## src/rtl/channel_readout_sequencer.sv

```systemverilog
// Walks the enabled Channel FPGAs in ascending order and grants the shared readout bus to one at a time.
// Accumulates each channel's burst count and closes the event with a readout_done/readout_size handshake.
module channel_readout_sequencer #(
   parameter int          NCHAN   = 5,
   parameter logic [23:0] TIMEOUT = 24'd12_500_000
) (
   input  logic             clk,
   input  logic             reset_n,
   input  logic [NCHAN-1:0] chan_en,
   input  logic             initiate_readout,
   input  logic             send_empty_event,
   output logic             readout_ready,
   output logic             readout_done,
   output logic [21:0]      readout_size,
   output logic [NCHAN-1:0] chan_req,
   input  logic [NCHAN-1:0] chan_done,
   input  logic [22:0]      chan_bursts,
   output logic [2:0]       state,
   output logic [31:0]      timeout_count,
   output logic             error_timeout
);
   localparam int CW = (NCHAN > 1) ? $clog2(NCHAN) : 1;

   typedef enum logic [2:0] {
      S_IDLE   = 3'd0,
      S_SELECT = 3'd1,
      S_GRANT  = 3'd2,
      S_WAIT   = 3'd3,
      S_DONE   = 3'd4
   } state_t;

   state_t           state_q, state_d;
   logic [NCHAN-1:0] pending_q, pending_d;
   logic [CW-1:0]    cur_q, cur_d;
   logic [23:0]      timer_q, timer_d;
   logic [23:0]      acc_q, acc_d;
   logic [31:0]      tocnt_q, tocnt_d;
   logic             err_q, err_d;
   logic             ready_q, ready_d;
   logic             done_q, done_d;
   logic [21:0]      size_q, size_d;
   logic [NCHAN-1:0] req_q, req_d;

   logic             accept;
   logic             got_done;
   logic             expired;
   logic [CW-1:0]    lowest;

   function automatic logic [21:0] sat22(input logic [23:0] v);
      return (v > 24'h3FFFFF) ? 22'h3FFFFF : v[21:0];
   endfunction

   function automatic logic [NCHAN-1:0] onehot(input logic [CW-1:0] idx);
      return NCHAN'(1) << idx;
   endfunction

   assign accept   = (state_q == S_IDLE) && ready_q;
   assign got_done = chan_done[cur_q];
   assign expired  = (timer_q == (TIMEOUT - 24'd1));

   always_comb begin
      lowest = '0;
      for (int i = NCHAN - 1; i >= 0; i--) begin
         if (pending_q[i]) lowest = CW'(i);
      end
   end

   // State and control registers; every output is a registered copy of the current state's decode
   always_ff @(posedge clk or negedge reset_n) begin
      if (!reset_n) begin
         state_q   <= S_IDLE;
         pending_q <= '0;
         tocnt_q   <= '0;
         err_q     <= 1'b0;
         ready_q   <= 1'b1;
         done_q    <= 1'b0;
         size_q    <= '0;
         req_q     <= '0;
      end else begin
         state_q   <= state_d;
         pending_q <= pending_d;
         tocnt_q   <= tocnt_d;
         err_q     <= err_d;
         ready_q   <= ready_d;
         done_q    <= done_d;
         size_q    <= size_d;
         req_q     <= req_d;
      end
   end

   always_ff @(posedge clk) begin
      cur_q   <= cur_d;
      timer_q <= timer_d;
      acc_q   <= acc_d;
   end

   always_comb begin
      state_d   = state_q;
      pending_d = pending_q;
      cur_d     = cur_q;
      timer_d   = timer_q;
      acc_d     = acc_q;
      tocnt_d   = tocnt_q;
      err_d     = err_q;
      unique case (state_q)
         S_IDLE: begin
            if (accept && initiate_readout) begin
               pending_d = chan_en;
               acc_d     = '0;
               state_d   = S_SELECT;
            end else if (accept && send_empty_event) begin
               acc_d   = '0;
               state_d = S_DONE;
            end
         end
         S_SELECT: begin
            if (pending_q == '0) begin
               state_d = S_DONE;
            end else begin
               cur_d   = lowest;
               state_d = S_GRANT;
            end
         end
         S_GRANT: begin
            timer_d = '0;
            state_d = S_WAIT;
         end
         S_WAIT: begin
            timer_d = timer_q + 24'd1;
            // A done in the same cycle as expiry takes priority over the timeout
            if (got_done) begin
               acc_d            = acc_q + {1'b0, chan_bursts};
               pending_d[cur_q] = 1'b0;
               state_d          = S_SELECT;
            end else if (expired) begin
               pending_d[cur_q] = 1'b0;
               if (tocnt_q != 32'hFFFF_FFFF) tocnt_d = tocnt_q + 32'd1;
               err_d   = 1'b1;
               state_d = S_SELECT;
            end
         end
         S_DONE:  state_d = S_IDLE;
         default: state_d = S_IDLE;
      endcase
   end

   always_comb begin
      ready_d = (state_q == S_IDLE);
      done_d  = (state_q == S_DONE);
      req_d   = (state_q == S_WAIT) ? onehot(cur_q) : '0;
      size_d  = (state_q == S_DONE) ? sat22(acc_q) : size_q;
   end

   assign readout_ready = ready_q;
   assign readout_done  = done_q;
   assign readout_size  = size_q;
   assign chan_req      = req_q;
   assign state         = state_q;
   assign timeout_count = tocnt_q;
   assign error_timeout = err_q;

endmodule

```

## config.mk

```make
export PLATFORM = sky130hd
export DESIGN_NAME = channel_readout_sequencer
export DESIGN_NICKNAME = d
export VERILOG_FILES = /design/src/rtl/channel_readout_sequencer.sv
export SDC_FILE = /design/constraint.sdc
export NUM_CORES = 1
export LEC_CHECK = 0
export BUFFER_PORTS_ARGS = -buffer_cell sky130_fd_sc_hd__buf_2
export CAP_MARGIN = 20
export CORE_MARGIN = 2
export CORE_UTILIZATION = 35
export CTS_BUF_LIST = sky130_fd_sc_hd__clkbuf_8
export CTS_CLUSTER_SIZE = 8
export DETAILED_ROUTE_END_ITERATION = 10
export PLACE_DENSITY = 0.61
export SYNTH_ARGS = -nofsm -noshare
export SYNTH_HDL_FRONTEND = slang
export SYNTH_SLANG_ARGS = --single-unit
export TNS_END_PERCENT = 20
```

## constraint.sdc

```tcl
create_clock -name clk -period 5.31 [get_ports clk]
set_input_delay 0.2655 -clock clk [delete_from_list [all_inputs] [get_ports clk]]
set_output_delay 0.2655 -clock clk [all_outputs]
set_load 0.05 [all_outputs]
```

==> impl.org, run 1 <==
** Status
- Result of the run :: completed

** Synthesis
- Proportion of synthesized chip area in sequential cells :: 0.516
- Predominant post-synthesis flop cell :: sky130_fd_sc_hd__dfrtp_1
- Synthesized-area fraction occupied by ao, oa, aoi and oai cells :: 0.102
- Mux cell area share after synthesis :: 0.00648
- Yosys warnings :: 0
- The number of different library cells used by synthesis comes to 56.
- Gate Count Post-Synth :: 625
- Post-Synthesis Cell Area :: 6370 µm²
- Synthesis inferred 121 register bits.
- Dominant combinational cell family by area after synthesis :: simple AND/OR/NAND/NOR gates
- Async set or reset register ratio after synthesis :: 0.579
- In this run the mean area of a mapped cell was 10.2 µm².
- Total nets after synthesis :: 688
- Number of enable-type register cells in the synthesized netlist :: 51
- Of the total synthesized cell area, the portion taken by XOR and XNOR cells is 0.0990.
- Arithmetic-cell share of the synthesized area counting full adders, half adders and majority gates :: 0.0523
- Area share of and/or/nand/nor cells after synthesis :: 0.207

** STA
- Setup repair after global routing left no endpoint under its margin.
- Relative slew margins :: 0.395
- For the final database, setup skew stands at 0.0144 ns.
- Actual slew at the worst max-slew pin :: 0.899 ns
- The number of endpoints with negative hold slack in the final report came to 0.
- Tcrit/Tclk final :: 0.571
- Minimum clock period :: 3.03 ns
- Setup violations remaining at the end of the flow were counted as 0.
- For this run, the top clock speed supported by timing is 330 MHz.
- Setup TNS :: 0 ns
- Final Max Slew Viols :: 0

** GRT
- Leftover overflow at the end of global routing :: 0
- After global routing, the most crowded layer is met2.
- In the global route stage, met3 resource usage came out at 0.0418.
- The initial antenna violation count is 0.
- Pin count of the biggest net entering global routing :: 64
- Met1 Resource Use GR :: 0.210
- The via count of the first global-routing pass is 4800.
- The first global-routing pass estimated 24000 µm of wire.
- Tot GR Track Use :: 0.153
- Global-route met2 utilization :: 0.239

** Detailed routing
- In this run the remaining antenna-violating nets after routing total 0.
- The routed layout has 4819 vias.
- The first routing iteration left 227 violations.
- The final layout contains routed wiring with a total length of 14400 µm.
- Vias/cell :: 4.93
- Dividing the detail-routed wire length by the instance count gives 14.7 µm.
- For this run, design rule violations remaining after detail routing come to 0.
- Pre-Repair DR Iteration Count :: 4

** Min path
- The path with the worst hold slack has its endpoint at pending_q[1]$_DFFE_PN0P_.
- The worst hold path passes through 3 cells.
- Kind of path behind the tightest hold check :: input port to flip-flop
- The worst hold path begins at chan_en[1].

** Cells and area
- The number of antenna diodes in the final layout is 0.
- The net count of the finished layout is 798.
- Area taken by flip-flops and latches :: 3280 µm²
- Measured on the finished design, the core utilization comes to 0.422.
- From synthesis to final layout, the design area changed by 18.5%.
- Fillcell total :: 1773
- Area of combinational cells with multiple inputs :: 2980 µm²
- Share of post-route cells with drive strength above 1 :: 0.199

** Floorplan
- From left edge to right edge, the die measures 139 µm.
- Effective utilization at floorplan :: 0.356
- Core Box Area :: 17900 µm²
- Placement Rows :: 49
- Die area :: 19300 µm²
- I/O pins :: 102
- In this run the vertical extent of the chip is 139 µm.

** Setup path
- STA puts the critical path data required time at 5.48 ns.
- Kind of capture point of the worst setup path :: flip-flop
- Worst reg2reg endpoint :: acc_q[18]$_SDFFCE_PN0P_
- Kind of critical path :: flip-flop to flip-flop
- Worst Setup Start Kind :: flip-flop
- Cell-by-cell trace of the critical path :: ha_1, fa_1, a211oi_1, o21ai_0, a41oi_1, o21ai_0, a21boi_0, xor2_1, nor2_1
- The slowest stage of the critical path belongs to the cell sky130_fd_sc_hd__fa_1.
- In this run the critical register-to-register path is launched from acc_q[0]$_SDFFCE_PN0P_.
- Among cell families on the critical path, the largest total delay comes from compound AO/OA/AOI/OAI gates.
- Crit path arrival time :: 3.21 ns
- Worst stage delay on the critical path :: 0.43 ns
- Buffering stage count on the worst path with inverters included :: 0
- In this run the worst path has a maximum fanout of 4.
- Number of cell instances on the worst register-to-register path :: 9
- Across all register-to-register paths, the minimum setup slack is 2.28 ns.
- Most prevalent standard cell on the critical path :: sky130_fd_sc_hd__o21ai_0

** CTS
- Setup repair bufs after CTS :: 0
- The tree built by TritonCTS fans out to 121 sinks.
- The number of clock buffers added by TritonCTS is 17.
- TritonCTS built the clock tree.
- The root buffer cell chosen for the clock tree is sky130_fd_sc_hd__clkbuf_8.
- Later-pin clock latency in the skew report :: 0.44 ns
- After clock tree synthesis, the repair step resized 0 gates.
- H-tree Lvls :: 4
- The longest clock path from root to sink contains 2 buffers.
- Clock slew seen by the registers of the worst setup and hold paths :: 0.07 ns

** Power
- Combinational Power Share :: 0.431
- Switching Share :: 0.428
- Total power for the finished layout comes to 4390 µW.
- For this design the ratio of total power to cell area is 581 nW/µm².
- Net switching power of the design :: 1880 µW
- Clock share of power :: 0.188
- Internal power comes to 2510 µW.
- Fraction of power consumed by sequential logic :: 0.381
- In this run the static leakage power is 0.00340 µW.
- Across the VDD grid, the largest voltage drop is 0.000358 V.

** Run
- Max-cap check violation count :: 0

** Place
- IO Port Bufs :: 101
- Routability congestion estimate :: 0.835
- Half-perimeter wire length after placement :: 10100 µm
worst register-to-register path, stage by stage (launching register included):
cell	delay (ns)
sky130_fd_sc_hd__edfxtp_1	0.38
sky130_fd_sc_hd__ha_1	0.23
sky130_fd_sc_hd__fa_1	0.43
sky130_fd_sc_hd__a211oi_1	0.29
sky130_fd_sc_hd__o21ai_0	0.17
sky130_fd_sc_hd__a41oi_1	0.40
sky130_fd_sc_hd__o21ai_0	0.35
sky130_fd_sc_hd__a21boi_0	0.31
sky130_fd_sc_hd__xor2_1	0.17
sky130_fd_sc_hd__nor2_1	0.05
state kept, by name, summed over array words and instances, names as in the netlist:
name           flops
readout_ready      1
chan_req           5
state              3
error_timeout      1
cur_q              3
readout_size      22
acc_q             24
timeout_count     32
readout_done       1
timer_q           24
pending_q          5
cell usage in the layout, fill, tap and decap left out, types with 16 or more instances in the layout:
master,count
sky130_fd_sc_hd__nand3_1,24
sky130_fd_sc_hd__xnor2_1,37
sky130_fd_sc_hd__dfrtp_1,69
sky130_fd_sc_hd__o21ai_0,16
sky130_fd_sc_hd__nand2_1,41
sky130_fd_sc_hd__a21oi_1,48
sky130_fd_sc_hd__xor2_1,35
sky130_fd_sc_hd__nand4_1,16
sky130_fd_sc_hd__clkbuf_8,21
sky130_fd_sc_hd__ha_1,25
sky130_fd_sc_hd__buf_2,100
sky130_fd_sc_hd__nor2_1,121
sky130_fd_sc_hd__edfxtp_1,51
synth_stat cells (2+ instances only):
master	n	area, µm²
sky130_fd_sc_hd__and4_1	8	70.1
sky130_fd_sc_hd__ha_1	25	313
sky130_fd_sc_hd__and3_1	13	81.3
sky130_fd_sc_hd__and2_1	8	50.1
sky130_fd_sc_hd__xor2_1	35	307
sky130_fd_sc_hd__nand2_1	41	154
sky130_fd_sc_hd__nand4_1	16	100
sky130_fd_sc_hd__a21o_1	12	90.1
sky130_fd_sc_hd__nor4bb_1	3	30.0
sky130_fd_sc_hd__o22ai_1	3	18.8
sky130_fd_sc_hd__nor3_1	10	50.1
sky130_fd_sc_hd__mux2i_1	3	30.0
sky130_fd_sc_hd__buf_1	3	11.3
sky130_fd_sc_hd__nor4_1	6	37.5
sky130_fd_sc_hd__nand3_1	24	120
sky130_fd_sc_hd__a21oi_1	48	240
sky130_fd_sc_hd__o21ai_0	16	80.1
sky130_fd_sc_hd__o21bai_1	7	52.6
sky130_fd_sc_hd__o211ai_1	2	15.0
sky130_fd_sc_hd__edfxtp_1	51	1530
sky130_fd_sc_hd__a22oi_1	2	15.0
sky130_fd_sc_hd__a211oi_1	5	37.5
sky130_fd_sc_hd__nor2b_1	2	12.5
sky130_fd_sc_hd__inv_1	11	41.3
sky130_fd_sc_hd__nor3b_1	2	15.0
sky130_fd_sc_hd__nor2_1	121	454
sky130_fd_sc_hd__a31oi_1	3	18.8
sky130_fd_sc_hd__xnor2_1	37	324
sky130_fd_sc_hd__dfrtp_1	69	1730
sky130_fd_sc_hd__clkbuf_1	12	45.0
sky130_fd_sc_hd__a41oi_1	2	17.5
kinds of logic after synthesis:
| group | after synthesis |
|---|---|
| mux | 4 |
| simple gates | 267 |
| buf+inv | 28 |
| xor+xnor | 72 |
| fa+ha+maj | 26 |
| compound gates | 107 |
| flops | 121 |
repair_timing:
item	4_1_cts	5_1_grt
setup endpoints to repair	0	0
endpoints found under the hold margin	7	0
hold buffers	1	0
worst max path at each step:
stage / start / end / slack [ns] / cells after the start
after floorplan: state[1]$_DFFE_PN0P_ / acc_q[0]$_SDFFCE_PN0P_ / 1.47 / 6
after global placement: chan_bursts[0] / acc_q[18]$_SDFFCE_PN0P_ / 2.33 / 10
after detailed placement: chan_bursts[0] / acc_q[18]$_SDFFCE_PN0P_ / 2.27 / 10
after CTS: acc_q[0]$_SDFFCE_PN0P_ / acc_q[18]$_SDFFCE_PN0P_ / 2.26 / 9
after global routing: acc_q[0]$_SDFFCE_PN0P_ / acc_q[18]$_SDFFCE_PN0P_ / 2.09 / 9
final: acc_q[0]$_SDFFCE_PN0P_ / acc_q[18]$_SDFFCE_PN0P_ / 2.28 / 9
per-layer routing:
| layer | routed length, µm | up-vias |
|---|---|---|
| met5 | 0 | - |
| met4 | 190 | 0 |
| met3 | 590 | 13 |
| met2 | 6600 | 93 |
| met1 | 7030 | 2264 |
| li1 | - | 2449 |
layout make-up:
cell class,instances,area share
Multi-Input combinational cell,476,0.395
Clock inverter,11,0.0136
Sequential cell,121,0.435
Clock buffer,21,0.0383
Tap cell,229,0.0380
Inverter,11,0.00547
Timing Repair Buffer,108,0.0746
stage by stage:
step	instance area [µm²]	worst slack [ns]	hold WS, ns	instances
finish	7550	2.28	0.145	977
global route	7550	2.09	0.125	977
CTS	7550	2.26	0.116	977
detailed placement	7140	2.27	0.0987	944
global placement	7140	2.33	0.0958	944
floorplan	6370	1.47	-0.0301	625
power groups by stage:
stage	clock network, µW	logic, µW	registers [µW]
after floorplan	0	1140	1970
after global placement	0	1890	1680
after detailed placement	0	1900	1690
after CTS	856	1910	1680
after global routing	899	2100	1730
final	824	1890	1670
Power figures use the tool's default switching activity.
==> run 2, diff against run 1 <==
PLACE_DENSITY = 0.63   (was 0.61)
clock period = 2.44 ns   (was 5.31 ns; I/O delays follow)
==> impl.org, run 2 (same netlist as run 1, synthesis figures left out) <==
** Setup path
- Crit path arrival time :: 2.59 ns (was 3.21 ns)
- The startpoint type of the worst setup path is a flip-flop (unchanged).
- Worst-path fanout max :: 4 (unchanged)
- The dominant delay contributor by cell family on the critical path was compound AO/OA/AOI/OAI gates (unchanged).
- The standard cell with the maximum stage delay on the critical path was sky130_fd_sc_hd__edfxtp_1 (was sky130_fd_sc_hd__fa_1).
- Worst endpoint required time :: 2.62 ns (was 5.48 ns)
- Kind of capture point of the worst setup path :: flip-flop (unchanged)
- Cell-by-cell trace of the critical path: ha_2, fa_2, a211oi_2, o21ai_1, a41oi_2, buf_4, o21ai_4, a31oi_2, xor2_1, nor2_1 (was ha_1, fa_1, a211oi_1, o21ai_0, a41oi_1, o21ai_0, a21boi_0, xor2_1, nor2_1).
- The type of the setup path with the least slack was flip-flop to flip-flop (unchanged).
- The critical path's largest stage delay was 0.40 ns (was 0.43 ns).
- Buffering stage count on the worst path with inverters included :: 1 (was 0)

** Floorplan
- The area of the die was 19300 µm² (unchanged).
- The y dimension of the die came to 139 µm (unchanged).
- The core area is 17900 µm² (unchanged).
- The horizontal die dimension is 139 µm (unchanged).
- The cell row count came to 49 (unchanged).
- The count of pins on the block boundary is 102 (unchanged).
- Effective utilization at floorplan :: 0.356 (unchanged)

** Place
- The minimum setup slack after placement is -0.145 ns (was 2.27 ns).
- The number of I/O port buffers came to 101 (unchanged).
- The HPWL after detailed placement came to 10500 µm (was 10100 µm).
- The global placer's final weighted congestion is 0.816 (was 0.835).

** Cells and area
- End-of-flow core utilization :: 0.447 (was 0.422)
- The fraction of layout cells with a size suffix above 1 is 0.271 (was 0.199).
- Net count, final :: 837 (was 798)
- The flip-flop count of the largest register, all copies and words added came to 32 (unchanged).
- The commonest non-fill, non-tap cell in the layout is sky130_fd_sc_hd__nor2_1 (unchanged).
- Fillcell total :: 1752 (was 1773)
- Most used cells in the layout excluding fill and tap cells: sky130_fd_sc_hd__nor2_1 (120), sky130_fd_sc_hd__buf_2 (100), sky130_fd_sc_hd__dfrtp_1 (58) (was sky130_fd_sc_hd__nor2_1 (121), sky130_fd_sc_hd__buf_2 (100), sky130_fd_sc_hd__dfrtp_1 (69)).
- The layout overhead on the synthesized area is 25.6% (was 18.5%).

** STA
- The final number of max-transition violations was 0 (unchanged).
- Actual slew at the worst max-slew pin :: 0.695 ns (was 0.899 ns)
- Worst clock skew on the final layout :: 0.0145 ns (was 0.0144 ns)
- Minimum clock period :: 2.41 ns (was 3.03 ns)
- The highest attainable clock frequency was 415 MHz (was 330 MHz).
- Post-route setup slack :: 0.0330 ns (was 2.28 ns)
- Relative slew margins :: 0.532 (was 0.395)
- Setup violations, final :: 0 (unchanged)
- Count of endpoints failing hold in the final timing report :: 0 (unchanged)
- RSZ-0062 raised after global routing: yes (was no).
- Tcrit/Tclk final :: 0.986 (was 0.571)

** Detailed routing
- Vias/cell :: 5.02 (was 4.93)
- The DRC violation count after routing is 0 (unchanged).
- The residual antenna-violating net count after detailed routing is 0 (unchanged).
- Mean routed wirelength per cell :: 14.6 µm (was 14.7 µm)
- The post-detailed-routing wire length is 14900 µm (was 14400 µm).
- First DRT Iteration DRCs :: 264 (was 227)
- The detailed-router iteration count before antenna repair was 5 (was 4).
- The total via count in the routed design was 5101 (was 4819).

** Run
- Max-cap check violation count :: 0 (unchanged)

** CTS
- The buffer levels on the longest clock path was 2 (unchanged).
- The sink count of the clock tree was 121 (unchanged).
- H-tree Lvls :: 4 (unchanged)
- The clock root buffer is sky130_fd_sc_hd__clkbuf_8 (unchanged).
- Later-pin clock latency in the skew report :: 0.44 ns (about the same)
- Number of buffers added by the clock tree synthesis step :: 17 (unchanged)
- The clock transition at the registers of the reported paths is 0.07 ns (about the same).
- CTS tree :: yes (unchanged)

** GRT
- Number of global-route vias before repair :: 5101 (was 4800)
- Tot GR Track Use :: 0.161 (was 0.153)
- Initial antenna violation count :: 1 (was 0)
- Met3 track utilization from global routing :: 0.0383 (was 0.0418)
- The global routing met1 resource utilization is 0.206 (was 0.210).
- The wire length of the first global-routing pass came to 25000 µm (was 24000 µm).
- The met2 layer usage reported by global route came to 0.266 (was 0.239).
- Leftover overflow at the end of global routing :: 0 (unchanged)
- The largest net degree at the start of global routing came to 48 (was 64).
- Global-route layer with the greatest usage :: met2 (unchanged)

** Min path
- Kind of path behind the tightest hold check :: input port to flip-flop (unchanged)

** Power
- The leakage dissipation was 0.00360 µW (was 0.00340 µW).
- The worst voltage drop across the vdd grid is 0.000734 V (was 0.000358 V).
- Power density relative to cell area :: 1270 nW/µm² (was 581 nW/µm²)

** Status
- Result of the run: completed (unchanged).
## run 2: cell count changes in the layout (fill, tap and decap cells not counted), moves of 4 or more
cell | before | now
sky130_fd_sc_hd__dfrtp_2 | 0 | 11
sky130_fd_sc_hd__dfrtp_1 | 69 | 58
sky130_fd_sc_hd__dlygate4sd3_1 | 1 | 5
sky130_fd_sc_hd__o21ai_0 | 16 | 11
sky130_fd_sc_hd__buf_4 | 7 | 41
## run 2: worst paths after layout
path | from | endpoint | slack (ns) | cells past startpoint
max | acc_q[0]$_SDFFCE_PN0P_ | acc_q[22]$_SDFFCE_PN0P_ | 0.03 | 10
min | chan_en[2] | pending_q[2]$_DFFE_PN0P_ | 0.04 | 3
max reg2reg | acc_q[0]$_SDFFCE_PN0P_ | acc_q[22]$_SDFFCE_PN0P_ | 0.03 | 10
min reg2reg | error_timeout$_DFFE_PN0P_ | error_timeout$_DFFE_PN0P_ | 0.48 | 1
max in group asynchronous | reset_n | readout_size[5]$_DFFE_PN0P_ | 1.57 | 3
min in group asynchronous | reset_n | timeout_count[16]$_DFFE_PN0P_ | 0.21 | 2
## run 2: where the power goes
group / leakage (µW) / switching [µW] / internal, µW / total [µW]
combinational: 0.00197 / 2940 / 1740 / 4680
clock: 0.000232 / 787 / 1120 / 1900
sequential: 0.00140 / 512 / 3070 / 3590
## run 2: layout make-up
type	instances	area, µm²	share of cell area
Sequential cell	121	3300	0.412
Multi-Input combinational cell	476	3080	0.385
Timing Repair Buffer	147	878	0.110
Tap cell	229	287	0.0358
Clock buffer	18	248	0.0310
Clock inverter	14	168	0.0210
Inverter	11	41.3	0.00516
Antenna cell	1	2.50	0.000313
## run 2: per-layer routing
metal / routed length, µm / vias up
li1: - / 2531
met1: 6910 / 2439
met2: 7100 / 111
met3: 592 / 20
met4: 289 / 0
met5: 0 / -
## run 2: stage by stage
| step | TNS [ns] | cells | power, µW | cell area, µm² | hold slack, ns |
|---|---|---|---|---|---|
| 2_1_floorplan | -0.0303 | 625 | 6800 | 6410 | -0.174 |
| 3_3_place_gp | -0.197 | 970 | 8050 | 7380 | 0.133 |
| 3_5_place_dp | -0.687 | 970 | 8090 | 7380 | 0.133 |
| 4_1_cts | 0 | 1007 | 10100 | 7870 | 0.0148 |
| 5_1_grt | -0.842 | 1017 | 10900 | 8000 | 0.0350 |
| 6_report | 0 | 1017 | 10200 | 8000 | 0.0393 |
## run 2: worst register-to-register path, delay by kind of cell, from the launching register on
kind | cells | cell delay [ns]
AND/OR/NAND/NOR | 1 | 0.05
buffers and inverters | 1 | 0.16
AO/OA/AOI/OAI | 5 | 0.83
flip-flops | 1 | 0.40
adder cells (fa/ha/maj) | 2 | 0.56
XOR/XNOR | 1 | 0.16
## run 2: repair_timing
item	4_1_cts	5_1_grt
pin swaps	2	10
hold buffers	5	0
resized for setup	4	18
setup endpoints to repair	7	24
setup buffers	0	9
cloned	0	0
endpoints found under the hold margin	40	0
